===== src/rtl/fp_square_seq.sv =====
// fp_square_seq: iterative FloPoCo single-precision squarer (wE=8, wF=23).
// A single shift-add mantissa multiplier is reused over several cycles,
// followed by one round-to-nearest-even cycle. Valid/ready on both sides,
// at most one operand in flight.
//
// Build option: define FP_SQUARE_RADIX4_EN to retire two multiplier bits per
// cycle (12 MUL cycles instead of 24). Results are bit-identical.
//
// state | meaning
// ------+-----------------------------------------------------------
// IDLE  | in_ready=1, waiting for an operand
// MUL   | shift-add mantissa product, LSB of multiplier first
// ROUND | normalise, round to nearest even, range check, load r
// DONE  | out_valid=1, r held until out_ready
module fp_square_seq #(
    parameter int WE   = 8,
    parameter int WF   = 23,
    parameter int BIAS = 127
) (
    input  logic               clk,
    input  logic               rst_n,
    input  logic               in_valid,
    output logic               in_ready,
    input  logic [WE+WF+2:0]   x,
    output logic               out_valid,
    input  logic               out_ready,
    output logic [WE+WF+2:0]   r
);

    localparam int MW = WF + 1;      // mantissa width with hidden bit
    localparam int PW = 2 * MW;      // full product width
    localparam int XW = WE + WF + 3; // FloPoCo word width

`ifdef FP_SQUARE_RADIX4_EN
    localparam logic [4:0] CNT_LAST = 5'(MW / 2 - 1);
`else
    localparam logic [4:0] CNT_LAST = 5'(MW - 1);
`endif

    localparam logic [1:0] EXC_ZERO   = 2'b00;
    localparam logic [1:0] EXC_NORMAL = 2'b01;
    localparam logic [1:0] EXC_INF    = 2'b10;

    typedef enum logic [1:0] {
        IDLE  = 2'd0,
        MUL   = 2'd1,
        ROUND = 2'd2,
        DONE  = 2'd3
    } state_t;

    state_t           state, state_nxt;

    logic             sign_q;
    logic [WE-1:0]    exp_q;
    logic [PW-1:0]    acc;
    logic [PW-1:0]    mcand;
    logic [MW-1:0]    mplier;
    logic [4:0]       cnt;
    logic [XW-1:0]    r_q;

    logic             accept;
    logic             mul_done;

    logic signed [9:0] e_base;
    logic signed [9:0] e_norm;
    logic signed [9:0] e_fin;
    logic [WF-1:0]     f_trunc;
    logic [WF-1:0]     f_rnd;
    logic              g_bit;
    logic              s_bit;
    logic              inc;
    logic              f_carry;
    logic              res_sign;
    logic [XW-1:0]     round_res;
    logic [PW-1:0]     acc_step;

    assign accept    = in_valid && (state == IDLE);
    assign mul_done  = (cnt == CNT_LAST);
    assign in_ready  = (state == IDLE);
    assign out_valid = (state == DONE);
    assign r         = r_q;

    // State register.
    always_ff @(posedge clk or negedge rst_n) begin
        if (!rst_n) begin
            state <= IDLE;
        end else begin
            state <= state_nxt;
        end
    end

    // Next-state logic; special operands bypass the multiplier.
    always_comb begin
        state_nxt = state;
        case (state)
            IDLE: begin
                if (accept) begin
                    state_nxt = (x[XW-1 -: 2] == EXC_NORMAL) ? MUL : DONE;
                end
            end
            MUL: begin
                if (mul_done) begin
                    state_nxt = ROUND;
                end
            end
            ROUND: begin
                state_nxt = DONE;
            end
            DONE: begin
                if (out_ready) begin
                    state_nxt = IDLE;
                end
            end
            default: begin
                state_nxt = IDLE;
            end
        endcase
    end

    // Partial-product sum for one MUL cycle (one or two multiplier bits).
    always_comb begin
        acc_step = acc;
        if (mplier[0]) begin
            acc_step = acc_step + mcand;
        end
`ifdef FP_SQUARE_RADIX4_EN
        if (mplier[1]) begin
            acc_step = acc_step + (mcand << 1);
        end
`endif
    end

    // Normalise, round to nearest even and range-check the finished product.
    always_comb begin
        e_base = $signed({1'b0, exp_q, 1'b0}) - 10'(BIAS);
        if (acc[PW-1]) begin
            e_norm  = e_base + 10'sd1;
            f_trunc = acc[PW-2 -: WF];
            g_bit   = acc[PW-2-WF];
            s_bit   = |acc[PW-3-WF:0];
        end else begin
            e_norm  = e_base;
            f_trunc = acc[PW-3 -: WF];
            g_bit   = acc[PW-3-WF];
            s_bit   = |acc[PW-4-WF:0];
        end
        inc              = g_bit & (s_bit | f_trunc[0]);
        {f_carry, f_rnd} = {1'b0, f_trunc} + {{WF{1'b0}}, inc};
        // A carry out of the fraction leaves an all-zero fraction one binade up.
        e_fin    = e_norm + $signed({9'b0, f_carry});
        // x*x is never negative: s xor s.
        res_sign = sign_q ^ sign_q;
        if (e_fin >= 10'sd255) begin
            round_res = {EXC_INF, {(XW-2){1'b0}}};
        end else if (e_fin <= 10'sd0) begin
            round_res = {EXC_ZERO, {(XW-2){1'b0}}};
        end else begin
            round_res = {EXC_NORMAL, res_sign, e_fin[WE-1:0], f_rnd};
        end
    end

    // Datapath: operand capture, shift-add iteration and result register.
    always_ff @(posedge clk or negedge rst_n) begin
        if (!rst_n) begin
            sign_q <= 1'b0;
            exp_q  <= '0;
            acc    <= '0;
            mcand  <= '0;
            mplier <= '0;
            cnt    <= '0;
            r_q    <= '0;
        end else begin
            case (state)
                IDLE: begin
                    if (accept) begin
                        sign_q <= x[WE+WF];
                        exp_q  <= x[WE+WF-1 -: WE];
                        acc    <= '0;
                        cnt    <= '0;
                        mcand  <= {{MW{1'b0}}, 1'b1, x[WF-1:0]};
                        mplier <= {1'b1, x[WF-1:0]};
                        if (x[XW-1 -: 2] != EXC_NORMAL) begin
                            // Zero, inf and NaN square to themselves, sign cleared.
                            r_q <= {x[XW-1 -: 2], {(XW-2){1'b0}}};
                        end
                    end
                end
                MUL: begin
                    acc <= acc_step;
                    cnt <= cnt + 5'd1;
`ifdef FP_SQUARE_RADIX4_EN
                    mcand  <= mcand << 2;
                    mplier <= mplier >> 2;
`else
                    mcand  <= mcand << 1;
                    mplier <= mplier >> 1;
`endif
                end
                ROUND: begin
                    r_q <= round_res;
                end
                default: begin
                end
            endcase
        end
    end

endmodule


===== config.mk =====
export PLATFORM = sky130hd
export DESIGN_NAME = fp_square_seq
export DESIGN_NICKNAME = d
export VERILOG_FILES = /design/src/rtl/fp_square_seq.sv
export SDC_FILE = /design/constraint.sdc
export NUM_CORES = 1
export LEC_CHECK = 0
export ABC_AREA = 1
export CAP_MARGIN = 0
export CORE_ASPECT_RATIO = 1.75
export CORE_MARGIN = 8
export CORE_UTILIZATION = 35
export DETAILED_ROUTE_END_ITERATION = 10
export DONT_BUFFER_PORTS = 1
export HOLD_SLACK_MARGIN = 0.06
export PLACE_DENSITY_LB_ADDON = 0.3
export SLEW_MARGIN = 20
export SYNTH_ARGS = -nofsm -noshare
export SYNTH_HDL_FRONTEND = slang
export SYNTH_SLANG_ARGS = --single-unit

===== constraint.sdc =====
create_clock -name clk -period 3.2 [get_ports clk]
set_input_delay 0.48 -clock clk [delete_from_list [all_inputs] [get_ports clk]]
set_output_delay 0.48 -clock clk [all_outputs]
set_load 0.02 [all_outputs]

# == Word-level counts from Yosys, hierarchy flattened ==
# Index checks and enable logic that the tools add are counted.
# op_classes
add_sub_neg,6
n_lt_le_gt_ge,2
n_eq_ne,11
n_mux,23
n_bitwise,2
reduce_logical,11
# ops
op,n
$pmux W48 S2,2
$mux W48,3
$mux W34,3
$pmux W34 S2,1
$add A48 B48 Y48,1
$pmux W24 S2,1
$mux W33,1
$add A23 B1 Y24,1
$mux W24,1
$mux W23,1
$reduce_or A23 Y1,1
$reduce_or A22 Y1,1
$add A10 B2 Y10,1
$add A10 B2 Y10 const B,1
$ge A10 B9 Y1 const B,1
$le A10 B1 Y1 const B,1
$mux W10,1
$pmux W5 S2,1
$sub A9 B7 Y10 const B,1
$reduce_and A3 Y1,3
$mux W2,4
$ne A2 B1 Y1 const B,4
$pmux W2 S4,1
$add A5 B1 Y5 const B,1
other kinds (12),18
# totals
reg_bits,169
input_bits,38
output_inout_bits,36

# == Longest topological paths before layout ==
# Gate-level depths: netlist of run 1.
# logic_depth
word_depth,10
mapped_depth,29
depth_no_buf,27

# == Worst setup path before layout of run 1 ==
# OpenSTA, ideal clock, no wires.
# synth_timing
path_kind,register -> register
start,reg acc[47]
end,reg r_q[13] (netlist: r[13])
setup_time_ns,0.074
t_arrival_ns,3.421
t_required_ns,3.126
setup_slack_ns,-0.295
path_stages_with_launch,25
path_buffers,5
period_less_slack_ns,3.495
cell_sequence,dfrtp_1 -> buf_6 -> buf_6 -> buf_2 -> buf_2 -> nand2_1 -> o21ai_0 -> nor2_1 -> nand3_2 -> nor2_2 -> nand3_1 -> nor2_1 -> ha_1 -> ha_1 -> nand2_1 -> nor2_2 -> nand3_1 -> nor2_1 -> nand2_1 -> xor2_1 -> nand3_2 -> nor2_4 -> nand2_4 -> buf_6 -> o21ai_2
# synth_via
elab_chain_len,9
elab_cells_between_ends,13
classes_between,2 x add/sub; 2 x order compare; 7 x mux; 2 x bitwise
# synth_lines
element,line_no,rtl
start: declaration,55,logic [PW-1:0] acc;
start signal: assignment,189,acc <= acc_step;
$mux W1 or $mux W23 (tied branches),136,if (acc[PW-1]) begin
$or A1 B1 Y1,147,inc = g_bit & (s_bit | f_trunc[0]);
$and A1 B1 Y1,147,
$add A23 B1 Y24,148,"{f_carry, f_rnd} = {1'b0, f_trunc} + {{WF{1'b0}}, inc};"
$add A10 B2 Y10,150,"e_fin = e_norm + $signed({9'b0, f_carry});"
$le A10 B1 Y1,155,end else if (e_fin <= 10'sd0) begin
$mux W33,155,
$mux W34 *,153,if (e_fin >= 10'sd255) begin
$pmux W34 S2 *,173,case (state)
end signal: assignment,184,"r_q <= {x[XW-1 -: 2], {(XW-2){1'b0}}};"
end signal: assignment,200,r_q <= round_res;
end: declaration,59,logic [XW-1:0] r_q;
# Mark *: on every way between the ends. The rest lies on a longest branch, timed or not.
# A chain may end at the register's enable or synchronous reset.

# == Final worst setup path of run 1 ==
# layout_timing
start,reg acc[47]
end,reg r_q[20] (netlist: r[20])
# The elaborated chain is that of the path after synthesis.

==> results of run 1 <==
==> layout make-up <==
type | instances | area, sq um | area share, %
inverter | 208 | 783 | 5.82
clock inverter | 8 | 98.8 | 0.734
multi-input combinational | 1209 | 6450 | 47.9
tap | 400 | 500 | 3.72
sequential | 168 | 4210 | 31.3
clock buffer | 22 | 464 | 3.45
timing repair buffer | 120 | 960 | 7.13
==> where the power goes <==
part,total [W],switching (W),internal (W)
Sequential,0.00372,0.000735,0.00299
Combinational,0.00879,0.00571,0.00308
Clock,0.00205,0.000876,0.00118
==> worst paths after layout <==
path | from | endpoint | slack, ns
worst max-delay path | acc[47] | r[20] | -0.29
worst min-delay path | rst_n | mplier[19] | -0.28
worst max register to register | acc[47] | r[20] | -0.29
worst min register to register | mcand[47] | mcand[47] | 0.51
max in group asynchronous | rst_n | r[22] | 3.00
min in group clk | x[27] | exp_q[4] | 0.14
==> synthesized netlist by cell type (3+ instances only) <==
cell and number:
o31ai_1 4, o21a_1 4, o21ai_2 25, and3_1 4, buf_6 5, o21ai_0 134, or2_2 6, inv_2 4
nor2_1 220, nand2_2 5, nand3_2 4, xnor2_1 6, a22o_1 3, ha_1 58, a21o_1 6, clkbuf_1 35
nand3_1 57, a21oi_1 89, nor2_4 4, xor2_1 11, o21bai_1 8, nor2_2 5, inv_1 201, nand2_4 3
a21boi_0 5, nand2_1 390, o21ai_1 5, a31oi_1 53, o22ai_1 36, dfrtp_1 168, nor3_1 21, nand4_1 23
==> critical path, stage by stage (launching register included) <==
cell	delay, ns
dfrtp_4	0.49
buf_6	0.13
buf_4	0.15
o21ai_2	0.18
nor2_2	0.08
buf_4	0.14
buf_4	0.12
buf_4	0.12
buf_4	0.13
buf_4	0.12
buf_4	0.12
buf_4	0.12
buf_4	0.12
buf_4	0.12
buf_4	0.11
buf_4	0.12
buf_4	0.13
buf_4	0.12
buf_4	0.12
buf_4	0.12
buf_4	0.12
nand4_1	0.13
nor2_1	0.09
nand3_1	0.07
nand4_1	0.09
nand2_1	0.06
==> layer usage <==
metal  vias to the layer above  GRT usage [%]  wire [um]
met5                         -              0         13
met4                         2           13.4       2410
met3                        83           3.03       1170
met2                       188           36.1      19700
met1                      5100           17.8      13100
li1                       5571              -          -
==> per-stage QoR <==
stage               util, %  TNS, ns  hold WS [ns]
global route           41.8   -15.14        -0.299
detailed placement     38.7   -12.80         0.191
finish                 41.8    -7.28        -0.281
floorplan                 -    -5.91         0.184
CTS                    41.4    -8.38        -0.305
global placement       38.7   -10.37         0.191
==> cells by family (layout without fill, tap and decap cells) <==
kind of cell	count (synthesis)	count (layout)	synth area share, %
AO/OA/AOI/OAI	379	379	19.3
other	1	1	0.0327
adder cells (fa/ha/maj)	59	59	6.50
AND/OR/NAND/NOR	753	753	27.5
buffers and inverters	253	358	8.72
flip-flops	168	168	36.6
XOR/XNOR	17	17	1.30
==> flip-flops by register name (all words and copies together), names as in the netlist <==
| register | flops |
|---|---|
| r | 33 |
| state | 2 |
| acc | 48 |
| mcand | 48 |
| mplier | 24 |
| cnt | 5 |
| exp_q | 8 |
==> timing repair <==
action                                  in CTS  in global routing
pin swaps                                    9                 12
endpoints found under the hold margin      168                168
resized for setup                           33                 20
endpoints found under the setup margin      33                 33
buffers inserted                            26                  6
==> flow_summary.yaml, run 1 <==
synthesis:
  synth.distinct_cells: 53
  async_flop_share_pct: 100
  synth_ff_type: "dfrtp_1"
  netlist_instances: 1630
  ys.warnings.count: 0
  synth_area_leaders: "dfrtp_1, nand2_1, nor2_1, inv_1, ha_1"
  seq_area_frac_synth_pct: 36.6
  synth_area_sq_um: 11500
  ys_ff_latch: 168
  syn-mean-instance-area_sq_um: 7.04
  synth_top_area_cell: "dfrtp_1"
  synth_edf_count: 0
  yosysTopAreaCellShare_pct: 36.6
  syn_nets: 1727
place:
  place_inst: 2073
  dpl_cell_area_sq_um: 12500
  dp_hpwl_mm: 28.6
  portBuffers: 0
  place_congestion: 0.961
  dp_slack_ns: -0.487
timing:
  max_clock_freq_mhz: 287
  rsz0062_at_grt: "yes"
  max_slew.worst_pin.slew_ns: 0.933
  slew_violations: 0
  fin_crit_sh_pct: 109
  fin_skew_ns: 0.0119
  final_hold_viol_count: 168
  period_minus_slack_ns: 3.49
  timing.final.ws_setup_ns: -0.287
  whs_ns: -0.281
  slew_headroom_pct: 37.7
  setup_viol: 33
floorplanning:
  pin_count: 74
  die_area_sq_um: 39100
  start_util_pct: 35.6
  fp.dieH_um: 255
  die_w_um: 153
  core_sq_um: 32200
  num_rows: 87
cts:
  ctsLongestPathBuffers: 2
  clock-root-buffer: "clkbuf_16"
  worstSkewPairLatency_ns: 0.46
  cts_tree: "yes"
  clock_sinks: 168
  cts_buffers: 17
  htree_levels: 4
  clkTransAtPathRegs_ns: 0.06
route:
  route.detailed.drc: 0
  wl_per_cell_um: 17.0
  vias: 10900
  post_drt_via_cell_ratio: 5.13
  final_antenna_net_count: 0
  wirelength_mm: 36.3
  drt_iter0_drc: 507
  dr.pass1.iters: 5
power:
  power.total_w: 0.0146
  peakVddDrop_mv: 0.652
  leakagePower_nw: 6.12
  p_per_area_nw_per_um2: 1080
global_routing:
  grt_pass1_wl_mm: 58.3
  grt_overflow: 0
  grt_start_max_net_pins: 169
  grt_usage_pct: 18.8
  grt_pass1_vias: 11300
  antenna_found_initial: 1
finish:
  fin_area_sq_um: 13500
  final_common_cell: "nand2_1"
  final_cells: 2135
  final_cell_mix: "nand2_1, nor2_1, inv_1"
  nFillCells: 3397
  area_growth_pct: 17.4
  nNetsFinal: 1821
  drive_above_1_share_pct: 13.8
  diodes: 0
setup_path:
  cp-end-kind: "flop"
  crit_fanout: 5
  path_class: "flop to flop"
  start_kind: "flop"
  crit_arrival_ns: 3.88
  required_ns: 3.59
  reg2reg_depth: 25
run:
  drv_cap: 0
hold_path:
  hp-class: "primary input to asynchronous set/reset pin"
status:
  outcome: "complete, but fails checks"
  violations: "negative hold slack, negative setup slack"
Power figures use the tool's default switching activity.
==> run 2, diff against run 1 <==
--- a/config.mk
+++ b/config.mk
@@ -10,6 +10,7 @@
 export CORE_ASPECT_RATIO = 1.75
 export CORE_MARGIN = 8
 export CORE_UTILIZATION = 35
+export CTS_BUF_LIST = sky130_fd_sc_hd__clkbuf_8 sky130_fd_sc_hd__clkbuf_16
 export DETAILED_ROUTE_END_ITERATION = 10
 export DONT_BUFFER_PORTS = 1
 export HOLD_SLACK_MARGIN = 0.06
==> run 2 against run 1 <==
The run still ends with negative hold slack, negative setup slack left. Register-to-register slack hardly changed. Clock skew hardly changed. Fmax hardly changed. Final area stayed put. Sequential cell count stayed put. Core utilization stayed put. Die area stayed put. First-iteration DRC count is 0.39% higher. Highest routed layer unchanged. Non-clock buffer count stayed put. Hold slack hardly changed. Critical path depth stayed put. Via count stayed put.
==> flow_summary.yaml, run 2 (synthesis gave the netlist of run 1 again) <==
setup_path:
  path_class: "flop to flop"
  reg2reg_depth: 25
  start_kind: "flop"
  r2r_slack_ns: -0.29
  required_ns: 3.59
  crit_arrival_ns: 3.88
  crit_fanout: 5
  r2r-end: "r[20]"
  cp-end-kind: "flop"
  r2r-start: "acc[47]"
global_routing:
  antenna_found_initial: 1
  grt_overflow: 0
  grt_pass1_wl_mm: 58.3
  grt_pass1_vias: 11300
  grt_start_max_net_pins: 169
  grt_usage_pct: 18.8
route:
  vias: 10900
  route.detailed.drc: 0
  highest_layer: "met5"
  post_drt_via_cell_ratio: 5.13
  met1_length_mm: 13.1
  wl_met3_mm: 1.17
  wirelength_mm: 36.4
  wl_per_cell_um: 17.0
  drt_iter0_drc: 509
  met2WireLength_mm: 19.7
  dr.pass1.iters: 5
  final_antenna_net_count: 0
place:
  place_congestion: 0.961
  dpl_cell_area_sq_um: 12500
  portBuffers: 0
  dp_hpwl_mm: 28.6
cts:
  worstSkewPairLatency_ns: 0.46
  clkTransAtPathRegs_ns: 0.06
  clock_sinks: 168
  ctsLongestPathBuffers: 2
  htree_levels: 4
  clock-root-buffer: "clkbuf_16"
  cts_buffers: 17
  cts_tree: "yes"
floorplanning:
  start_util_pct: 35.6
  core_sq_um: 32200
  die_area_sq_um: 39100
  fp.dieH_um: 255
  die_w_um: 153
  pin_count: 74
  num_rows: 87
status:
  outcome: "complete, but fails checks"
  violations: "negative hold slack, negative setup slack"
finish:
  drive_above_1_share_pct: 13.8
  diodes: 0
  final_cell_mix: "nand2_1, nor2_1, inv_1"
  multiInputGateArea_sq_um: 6450
  final_common_cell: "nand2_1"
  nFillCells: 3397
  fin_area_sq_um: 13500
  nNetsFinal: 1821
  area_growth_pct: 17.4
  register_area_sq_um: 4210
timing:
  period_minus_slack_ns: 3.49
  slew_headroom_pct: 37.8
  fin_crit_sh_pct: 109
  setup_viol: 33
  fin_skew_ns: 0.0119
  timing.final.ws_setup_ns: -0.286
  max_clock_freq_mhz: 287
  whs_ns: -0.281
  slew_violations: 0
  rsz0062_at_grt: "yes"
  max_slew.worst_pin.slew_ns: 0.931
  final_hold_viol_count: 168
power:
  peakVddDrop_mv: 0.653
  p_per_area_nw_per_um2: 1080
  leakagePower_nw: 6.13
hold_path:
  hp-class: "primary input to asynchronous set/reset pin"
run:
  drv_cap: 0
run 2: changes by cell type in the layout (fill, tap and decap cells not counted), sizes merged:
cell / delta
clkbuf: -3
inv: +3
run 2: metrics by stage:
stage	setup TNS (ns)	instances	setup slack (ns)	total power [W]	utilization (%)
after floorplan	-5.91	1630	-0.251	0.00927	-
final	-7.26	2135	-0.286	0.0146	41.8
after global routing	-15.14	2135	-0.487	0.0158	41.8
after CTS	-8.38	2129	-0.285	0.0146	41.4
after detailed placement	-12.80	2073	-0.487	0.0122	38.7
after global placement	-10.37	2073	-0.356	0.0121	38.7
run 2: power by group:
part | switching [W] | internal [W] | total, W
Sequential | 0.000734 | 0.00299 | 0.00372
Combinational | 0.00571 | 0.00308 | 0.00879
Clock | 0.000877 | 0.00117 | 0.00204
run 2: repair_timing:
action | CTS | global route
hold endpoints to repair | 168 | 168
setup buffers | 26 | 6
endpoints found under the setup margin | 33 | 33
pin swaps | 9 | 12
resized for setup | 33 | 20
run 2: layout make-up:
cell class	instances	share of cell area, %
sequential	168	31.3
inverter	208	5.82
timing repair buffer	120	7.13
clock buffer	19	3.36
tap	400	3.72
multi-input combinational	1209	47.9
clock inverter	11	0.818
run 2: per-layer routing:
layer	vias up	global-route usage [%]
met4	2	13.4
met2	188	36.1
met3	83	3.03
met1	5099	17.8
li1	5572	-
met5	-	0
run 2: worst max-delay path by stage:
stage / from / end / cells after the start
4_1_cts: acc[47] / r[15] / 26
3_3_place_gp: acc[47] / r[0] / 23
3_5_place_dp: acc[47] / r[3] / 23
2_1_floorplan: acc[47] / r[17] / 25
5_1_grt: acc[47] / r[4] / 24
6_report: acc[47] / r[20] / 25
run 2: critical path, cell delays in order (launching register included):
cell and delay (ns):
dfrtp_4 0.49, buf_6 0.13, buf_4 0.15, o21ai_2 0.18
nor2_2 0.08, buf_4 0.14, buf_4 0.12, buf_4 0.12
buf_4 0.13, buf_4 0.12, buf_4 0.12, buf_4 0.12
buf_4 0.12, buf_4 0.12, buf_4 0.11, buf_4 0.12
buf_4 0.13, buf_4 0.12, buf_4 0.12, buf_4 0.12
buf_4 0.12, nand4_1 0.13, nor2_1 0.09, nand3_1 0.07
nand4_1 0.09, nand2_1 0.06
